--- config.mk ---
export PLATFORM = sky130hd
export DESIGN_NAME = irq_controller_flat
export DESIGN_NICKNAME = d
export VERILOG_FILES = /design/src/rtl/minx_irq_pkg.sv /design/src/rtl/irq_controller_if.sv /design/src/rtl/irq_controller_arbiter.sv /design/src/rtl/irq_controller.sv /design/src/flat_wrapper.sv
export SDC_FILE = /design/constraint.sdc
export NUM_CORES = 1
export LEC_CHECK = 0
export ABC_AREA = 1
export CORE_MARGIN = 2
export CORE_UTILIZATION = 50
export DETAILED_ROUTE_END_ITERATION = 10
export PLACE_DENSITY = 0.76
export SLEW_MARGIN = 20
export SYNTH_ARGS = -nofsm -noshare
export SYNTH_HDL_FRONTEND = slang
export SYNTH_SLANG_ARGS = --single-unit
--- constraint.sdc ---
create_clock -name clk -period 15.85 [get_ports clk]
set_input_delay 2.3775 -clock clk [delete_from_list [all_inputs] [get_ports clk]]
set_output_delay 2.3775 -clock clk [all_outputs]
set_load 0.02 [all_outputs]
--- src/rtl/minx_irq_pkg.sv ---
// Shared definitions for the MINX interrupt controller: register map,
// source numbering, priority type and register decode helper.
package minx_irq_pkg;

  localparam int IRQ_NUM_SRC     = 16;
  localparam int IRQ_NUM_GRP     = 4;
  localparam int IRQ_SRC_PER_GRP = 4;

  localparam logic [23:0] IRQ_PRI_ADDR     = 24'h2020;
  localparam logic [23:0] IRQ_EN_LO_ADDR   = 24'h2021;
  localparam logic [23:0] IRQ_EN_HI_ADDR   = 24'h2022;
  localparam logic [23:0] IRQ_FLAG_LO_ADDR = 24'h2023;
  localparam logic [23:0] IRQ_FLAG_HI_ADDR = 24'h2024;

  localparam int IRQ_SRC_PRC_COPY   = 0;
  localparam int IRQ_SRC_PRC_RENDER = 1;
  localparam int IRQ_SRC_TIMER256   = 4;

  localparam logic [4:0] IRQ_VECTOR_BASE = 5'd3;

  typedef logic [1:0] irq_pri_t;

  typedef enum logic [2:0] {
    REG_PRI,
    REG_EN_LO,
    REG_EN_HI,
    REG_FLAG_LO,
    REG_FLAG_HI,
    REG_NONE
  } irq_reg_e;

  // Full 24-bit decode relative to the block base address.
  function automatic irq_reg_e irq_decode(input logic [23:0] addr,
                                          input logic [23:0] base);
    logic [23:0] off;
    off = addr - base;
    case (off)
      24'd0:   return REG_PRI;
      24'd1:   return REG_EN_LO;
      24'd2:   return REG_EN_HI;
      24'd3:   return REG_FLAG_LO;
      24'd4:   return REG_FLAG_HI;
      default: return REG_NONE;
    endcase
  endfunction

endpackage

--- src/rtl/irq_controller_if.sv ---
// System register bus as seen by the interrupt controller.
interface irq_controller_if;
  logic        bus_write;
  logic        bus_read;
  logic [23:0] bus_address_in;
  logic [7:0]  bus_data_in;
  logic [7:0]  bus_data_out;

  modport master (
    output bus_write, bus_read, bus_address_in, bus_data_in,
    input  bus_data_out
  );

  modport slave (
    input  bus_write, bus_read, bus_address_in, bus_data_in,
    output bus_data_out
  );
endinterface

--- src/rtl/irq_controller_arbiter.sv ---
// Combinational priority arbiter: highest group priority wins, lowest
// source index breaks ties; priority-0 groups never win.
module irq_arbiter
  import minx_irq_pkg::*;
#(
  parameter int NUM_SRC = IRQ_NUM_SRC,
  localparam int NUM_GRP = NUM_SRC / IRQ_SRC_PER_GRP,
  localparam int IDX_W   = $clog2(NUM_SRC)
) (
  input  logic [NUM_SRC-1:0]          cand_i,
  input  irq_pri_t [NUM_GRP-1:0]      grp_pri_i,
  output irq_pri_t                    level_o,
  output logic [IDX_W-1:0]            idx_o
);

  irq_pri_t         best_lvl;
  logic [IDX_W-1:0] best_idx;

  always_comb begin
    best_lvl = '0;
    best_idx = '0;
    // Ascending scan with strict compare keeps the lowest index on ties.
    for (int i = 0; i < NUM_SRC; i++) begin
      if (cand_i[i] && (grp_pri_i[i / IRQ_SRC_PER_GRP] > best_lvl)) begin
        best_lvl = grp_pri_i[i / IRQ_SRC_PER_GRP];
        best_idx = i[IDX_W-1:0];
      end
    end
    level_o = best_lvl;
    idx_o   = best_idx;
  end

endmodule

--- src/rtl/irq_controller.sv ---
// MINX interrupt controller: edge-detected source flags, enables, group
// priorities and a registered request to the core with iack hold.
module irq_controller
  import minx_irq_pkg::*;
#(
  parameter int          NUM_SRC   = IRQ_NUM_SRC,
  parameter logic [23:0] BASE_ADDR = IRQ_PRI_ADDR
) (
  input  logic               clk,
  input  logic               reset,
  irq_controller_if.slave    bus,
  input  logic [NUM_SRC-1:0] irq_src,
  input  logic               iack,
  output irq_pri_t           irq_level,
  output logic [4:0]         irq_vector
);

  localparam int NUM_GRP = NUM_SRC / IRQ_SRC_PER_GRP;
  localparam int IDX_W   = $clog2(NUM_SRC);

  logic [7:0]         pri_q, pri_d;
  logic [NUM_SRC-1:0] en_q, en_d;
  logic [NUM_SRC-1:0] flag_q, flag_d;
  logic [NUM_SRC-1:0] src_prev_q, src_prev_d;
  irq_pri_t           level_q, level_d;
  logic [4:0]         vector_q, vector_d;

  logic [NUM_SRC-1:0]     clr;
  logic [NUM_SRC-1:0]     rise;
  logic [NUM_SRC-1:0]     cand;
  irq_pri_t [NUM_GRP-1:0] grp_pri;
  irq_pri_t               arb_level;
  logic [IDX_W-1:0]       arb_idx;
  irq_reg_e               wr_reg, rd_reg;

  assign grp_pri = pri_q;
  assign cand    = flag_q & en_q;

  irq_arbiter #(.NUM_SRC(NUM_SRC)) u_arb (
    .cand_i    (cand),
    .grp_pri_i (grp_pri),
    .level_o   (arb_level),
    .idx_o     (arb_idx)
  );

  always_comb begin
    wr_reg = bus.bus_write ? irq_decode(bus.bus_address_in, BASE_ADDR) : REG_NONE;
    pri_d  = pri_q;
    en_d   = en_q;
    clr    = '0;
    case (wr_reg)
      REG_PRI:     pri_d       = bus.bus_data_in;
      REG_EN_LO:   en_d[7:0]   = bus.bus_data_in;
      REG_EN_HI:   en_d[15:8]  = bus.bus_data_in;
      REG_FLAG_LO: clr[7:0]    = bus.bus_data_in;
      REG_FLAG_HI: clr[15:8]   = bus.bus_data_in;
      default: ;
    endcase
    rise       = irq_src & ~src_prev_q;
    // A new edge outranks a same-cycle write-1-clear.
    flag_d     = (flag_q & ~clr) | rise;
    src_prev_d = irq_src;
  end

  always_comb begin
    level_d  = level_q;
    vector_d = vector_q;
    if (!iack) begin
      level_d  = arb_level;
      vector_d = (arb_level != '0) ? ({1'b0, arb_idx} + IRQ_VECTOR_BASE) : '0;
    end
  end

  always_ff @(posedge clk) begin
    if (reset) begin
      pri_q      <= '0;
      en_q       <= '0;
      flag_q     <= '0;
      src_prev_q <= '0;
      level_q    <= '0;
      vector_q   <= '0;
    end else begin
      pri_q      <= pri_d;
      en_q       <= en_d;
      flag_q     <= flag_d;
      src_prev_q <= src_prev_d;
      level_q    <= level_d;
      vector_q   <= vector_d;
    end
  end

  always_comb begin
    rd_reg           = irq_decode(bus.bus_address_in, BASE_ADDR);
    bus.bus_data_out = '0;
    if (bus.bus_read) begin
      case (rd_reg)
        REG_PRI:     bus.bus_data_out = pri_q;
        REG_EN_LO:   bus.bus_data_out = en_q[7:0];
        REG_EN_HI:   bus.bus_data_out = en_q[15:8];
        REG_FLAG_LO: bus.bus_data_out = flag_q[7:0];
        REG_FLAG_HI: bus.bus_data_out = flag_q[15:8];
        default: ;
      endcase
    end
  end

  assign irq_level  = level_q;
  assign irq_vector = vector_q;

endmodule

--- src/flat_wrapper.sv ---
// flat-port wrapper written by rule: the top's interface ports become plain ports
module irq_controller_flat import minx_irq_pkg::*;
#(
  parameter int          NUM_SRC   = IRQ_NUM_SRC,
  parameter logic [23:0] BASE_ADDR = IRQ_PRI_ADDR
)
  (clk, reset, irq_src, iack, irq_level, irq_vector, bus_bus_write, bus_bus_read, bus_bus_address_in, bus_bus_data_in, bus_bus_data_out);
  irq_controller_if bus_i ();
  input  logic clk;
  input  logic reset;
  input  logic [NUM_SRC-1:0] irq_src;
  input  logic iack;
  output irq_pri_t irq_level;
  output logic [4:0] irq_vector;
  input wire logic [$bits(bus_i.bus_write)-1:0] bus_bus_write;
  input wire logic [$bits(bus_i.bus_read)-1:0] bus_bus_read;
  input wire logic [$bits(bus_i.bus_address_in)-1:0] bus_bus_address_in;
  input wire logic [$bits(bus_i.bus_data_in)-1:0] bus_bus_data_in;
  output wire logic [$bits(bus_i.bus_data_out)-1:0] bus_bus_data_out;
  assign bus_i.bus_write = bus_bus_write;
  assign bus_i.bus_read = bus_bus_read;
  assign bus_i.bus_address_in = bus_bus_address_in;
  assign bus_i.bus_data_in = bus_bus_data_in;
  assign bus_bus_data_out = bus_i.bus_data_out;
  irq_controller #(.NUM_SRC(NUM_SRC), .BASE_ADDR(BASE_ADDR)) u_core (.clk(clk), .reset(reset), .bus(bus_i), .irq_src(irq_src), .iack(iack), .irq_level(irq_level), .irq_vector(irq_vector));
endmodule
==> key figures <==
GRT
  – First-pass GRT wire length: 16.98 mm
  – Vias in the first global route: 3791
  – GRT overflow: 0
  – Initial antenna violation count: 0
  – Largest net degree at the start of global routing: 44
  – Gr usage total: 24.21%

Synthesis
  – Netlist cell types: between 40 and 50
  – Post-Synthesis Cells: about 600
  – Avg Cell Area, Syn: 6.904 µm²
  – Cell area after synthesis: just over 0.004 mm²
  – Register area share after synthesis: between 30% and 40%
  – FF+latch count, synth: 63
  – Synth Net Count: 658
  – Ys flop type: dfxtp_1
  – Post-synth EDFFs: 0
  – Yosys warning count: 0
  – Async SR Flop Fraction: 0%

Clock tree
  – CTS max path bufs: 2
  – Worst-path clk slew: ~0.070 ns
  – TritonCTS Buffers: 9
  – H-tree levels: 3
  – Post-CTS setup buffers: 0
  – Clock tree from TritonCTS: yes
  – Clock Sinks: 63
  – Hold-fix buffer count after cts: 0
  – Clk_lat worst skew: approximately 0.34 ns
  – Clk root buf: clkbuf_8
  – Total of cells resized after clock tree synthesis: 0

Setup path
  – CP startpoint: u_core.flag_q[0]
  – Startpoint Class: register
  – Reg-to-reg critical path endpoint: u_core.irq_vector[1]
  – Critical path's most frequent cell: ha_1
  – R2r startpoint: u_core.flag_q[0]
  – CP endpoint: u_core.irq_vector[1]
  – Flop-to-flop setup slack: 2.56 ns
  – CP Data Arrival Time: 13.56 ns
  – Worst Reg-to-Reg Cells: 83
  – CP delay by family, top: simple AND/OR/NAND/NOR gates
  – Critical path type: register to register
  – Buf/Inv on CP: 8
  – Data required, critical path: 16.12 ns
  – CP Capture Type: register
  – Crit path depth: 83
  – Critical path peak fanout: 9
  – Max incr delay on CP: around 0.4 ns
  – Slowest CP cell: dfxtp_1

Timing
  – F_max: 0.07522 GHz
  – Fin Clk Skew: 0.005822 ns
  – Worst-Margin Slew: about 1.0 ns
  – RSZ-0062 raised after global routing: false
  – Post-route clock period utilization: a little over four fifths
  – Endpoints failing hold: 0
  – Rel. slew slack: 32.03%
  – Final setup fails: 0
  – Final min period: 13.29 ns
  – Slew Viols, Final: 0
  – Setup TNS: 0 ns

Job
  – Max Cap Viol: 0

Routing
  – Via count: 4109
  – M1 WL: 4.908 mm
  – Total Wirelength: 10.15 mm
  – Met2 routed WL: 4.568 mm
  – DR WL/cell: roughly 13 µm
  – Top routing layer in use: met4
  – Initial drt markers: 201
  – Met3 wire len: 478 µm
  – DR pass1 iterations: 5
  – Vias per cell: 5.399
  – Antenna Violating Nets Remaining: 0
  – DRC: 0

Die
  – Initial Util: between 50% and 60%
  – Core Box Area: 0.007807 mm²
  – Die Y: 94.03 µm
  – Row count: 32
  – Full die area: 0.008842 mm²
  – IO Pins: 68
  – Die X: 94.03 µm

Finish
  – Final Net Count: 725
  – Most frequent cells in the layout: 106 x nand2_1, 98 x inv_1, 67 x clkdlybuf4s50_1
  – Multi-input logic area: 0.002332 mm²
  – Fillers: 715
  – Synthesis-to-finish area growth: 23.56%
  – Leading cell type in the layout, fill and taps excluded: nand2_1
  – Ant diodes: 0
  – Register area: 0.001261 mm²
  – Layout cells sized above 1: about a tenth
  – Layout Cells excl Fill: ~760
  – Design area: 0.005007 mm²

Power and ir drop
  – Peak supply drop: 77.01 µV
  – P_leak: 2.212 nW
  – PwrDens: 68.13 mW/mm²

Place
  – Placer Congestion: 0.8865
  – Final HPWL DP: between 7 and 8 mm
  – Cells after DPL: between 700 and 800
  – Placed Area: 0.004801 mm²
  – PortBufs: 67

Run status
  – Outcome: complete, no violations

Worst hold path
  – Worst min-delay path category: register to register
## synth_stat cells (all sizes together), types with 9 or more instances
library cell	instances	area, µm²
a21oi	46	264.0
a221oi	9	78.83
clkbuf	10	37.54
dfxtp	63	1261
ha	18	225.2
inv	101	379.1
nand2	131	589.3
nand3	28	200.2
nand4	10	62.56
nor2	48	182.7
o211ai	11	82.58
o21ai	53	272.8
o22ai	10	62.56
o31ai	10	75.07
## kinds of logic (layout without fill, tap and decap cells)
kind of cell / Yosys count / count (layout) / synth area share (%)
AND/OR/NAND/NOR: 239 / 239 / 28.90
adder cells (fa/ha/maj): 18 / 18 / 5.557
XOR/XNOR: 1 / 1 / 0.2162
buffers and inverters: 117 / 189 / 11.49
AO/OA/AOI/OAI: 149 / 149 / 22.72
flip-flops: 63 / 63 / 31.12
## how the worst min path moves through the flow
stage	from	to	slack [ns]	cells past startpoint
global placement	u_core.src_prev_q[4]	u_core.flag_q[4]	0.40	1
CTS	u_core.src_prev_q[7]	u_core.flag_q[7]	0.42	1
detailed placement	u_core.src_prev_q[7]	u_core.flag_q[7]	0.41	1
floorplan	u_core.src_prev_q[0]	u_core.flag_q[0]	0.40	1
finish	u_core.src_prev_q[1]	u_core.flag_q[1]	0.41	1
global route	u_core.src_prev_q[7]	u_core.flag_q[7]	0.43	1
## final cells by class
class | instances | area share (%)
Inverter | 103 | 7.721
Clock inverter | 6 | 1.374
Timing Repair Buffer | 70 | 13.84
Sequential cell | 63 | 25.19
Tap cell | 102 | 2.549
Multi-Input combinational cell | 407 | 46.58
Clock buffer | 10 | 2.749
## routing by layer
metal / global-route usage (%) / up-vias
met5: 0 / -
met1: 33.25 / 1871
li1: - / 2104
met2: 38.04 / 114
met4: 10.75 / 0
met3: 2.970 / 20
## per-stage QoR
stage / total power [W] / utilization, % / worst slack (ns) / hold slack [ns]
floorplan: 0.0001851 / - / 4.091 / 0.3971
global placement: 0.0002031 / 61.49 / 3.341 / 0.4022
detailed placement: 0.0002040 / 61.49 / 2.656 / 0.4076
CTS: 0.0003445 / 64.13 / 2.632 / 0.4179
global route: 0.0003543 / 64.13 / 1.335 / 0.4321
finish: 0.0003411 / 64.13 / 2.555 / 0.4148
## registers in the layout, indices dropped and copies added, names as in the netlist
signal,count
u_core.flag_q,16
u_core.en_q,16
u_core.grp_pri,8
u_core.irq_vector,5
u_core.src_prev_q,16
u_core.irq_level,2
## where the power goes
| part | switching [W] | leakage, nW | internal, W |
|---|---|---|---|
| registers | 0.00000473 | 0.518 | 0.000165 |
| logic | 0.0000135 | 1.59 | 0.0000173 |
| clock network | 0.0000631 | 0.103 | 0.0000776 |
| total | 0.0000814 | 2.21 | 0.000260 |
## worst reg2reg max path: cells and delay by family (launching register included)
family | cells | cell delay, ns
simple gates | 39 | 4.89
compound gates | 21 | 3.32
fa+ha+maj | 15 | 4.15
flops | 1 | 0.40
buf+inv | 8 | 0.48
Power figures use the tool's default switching activity.
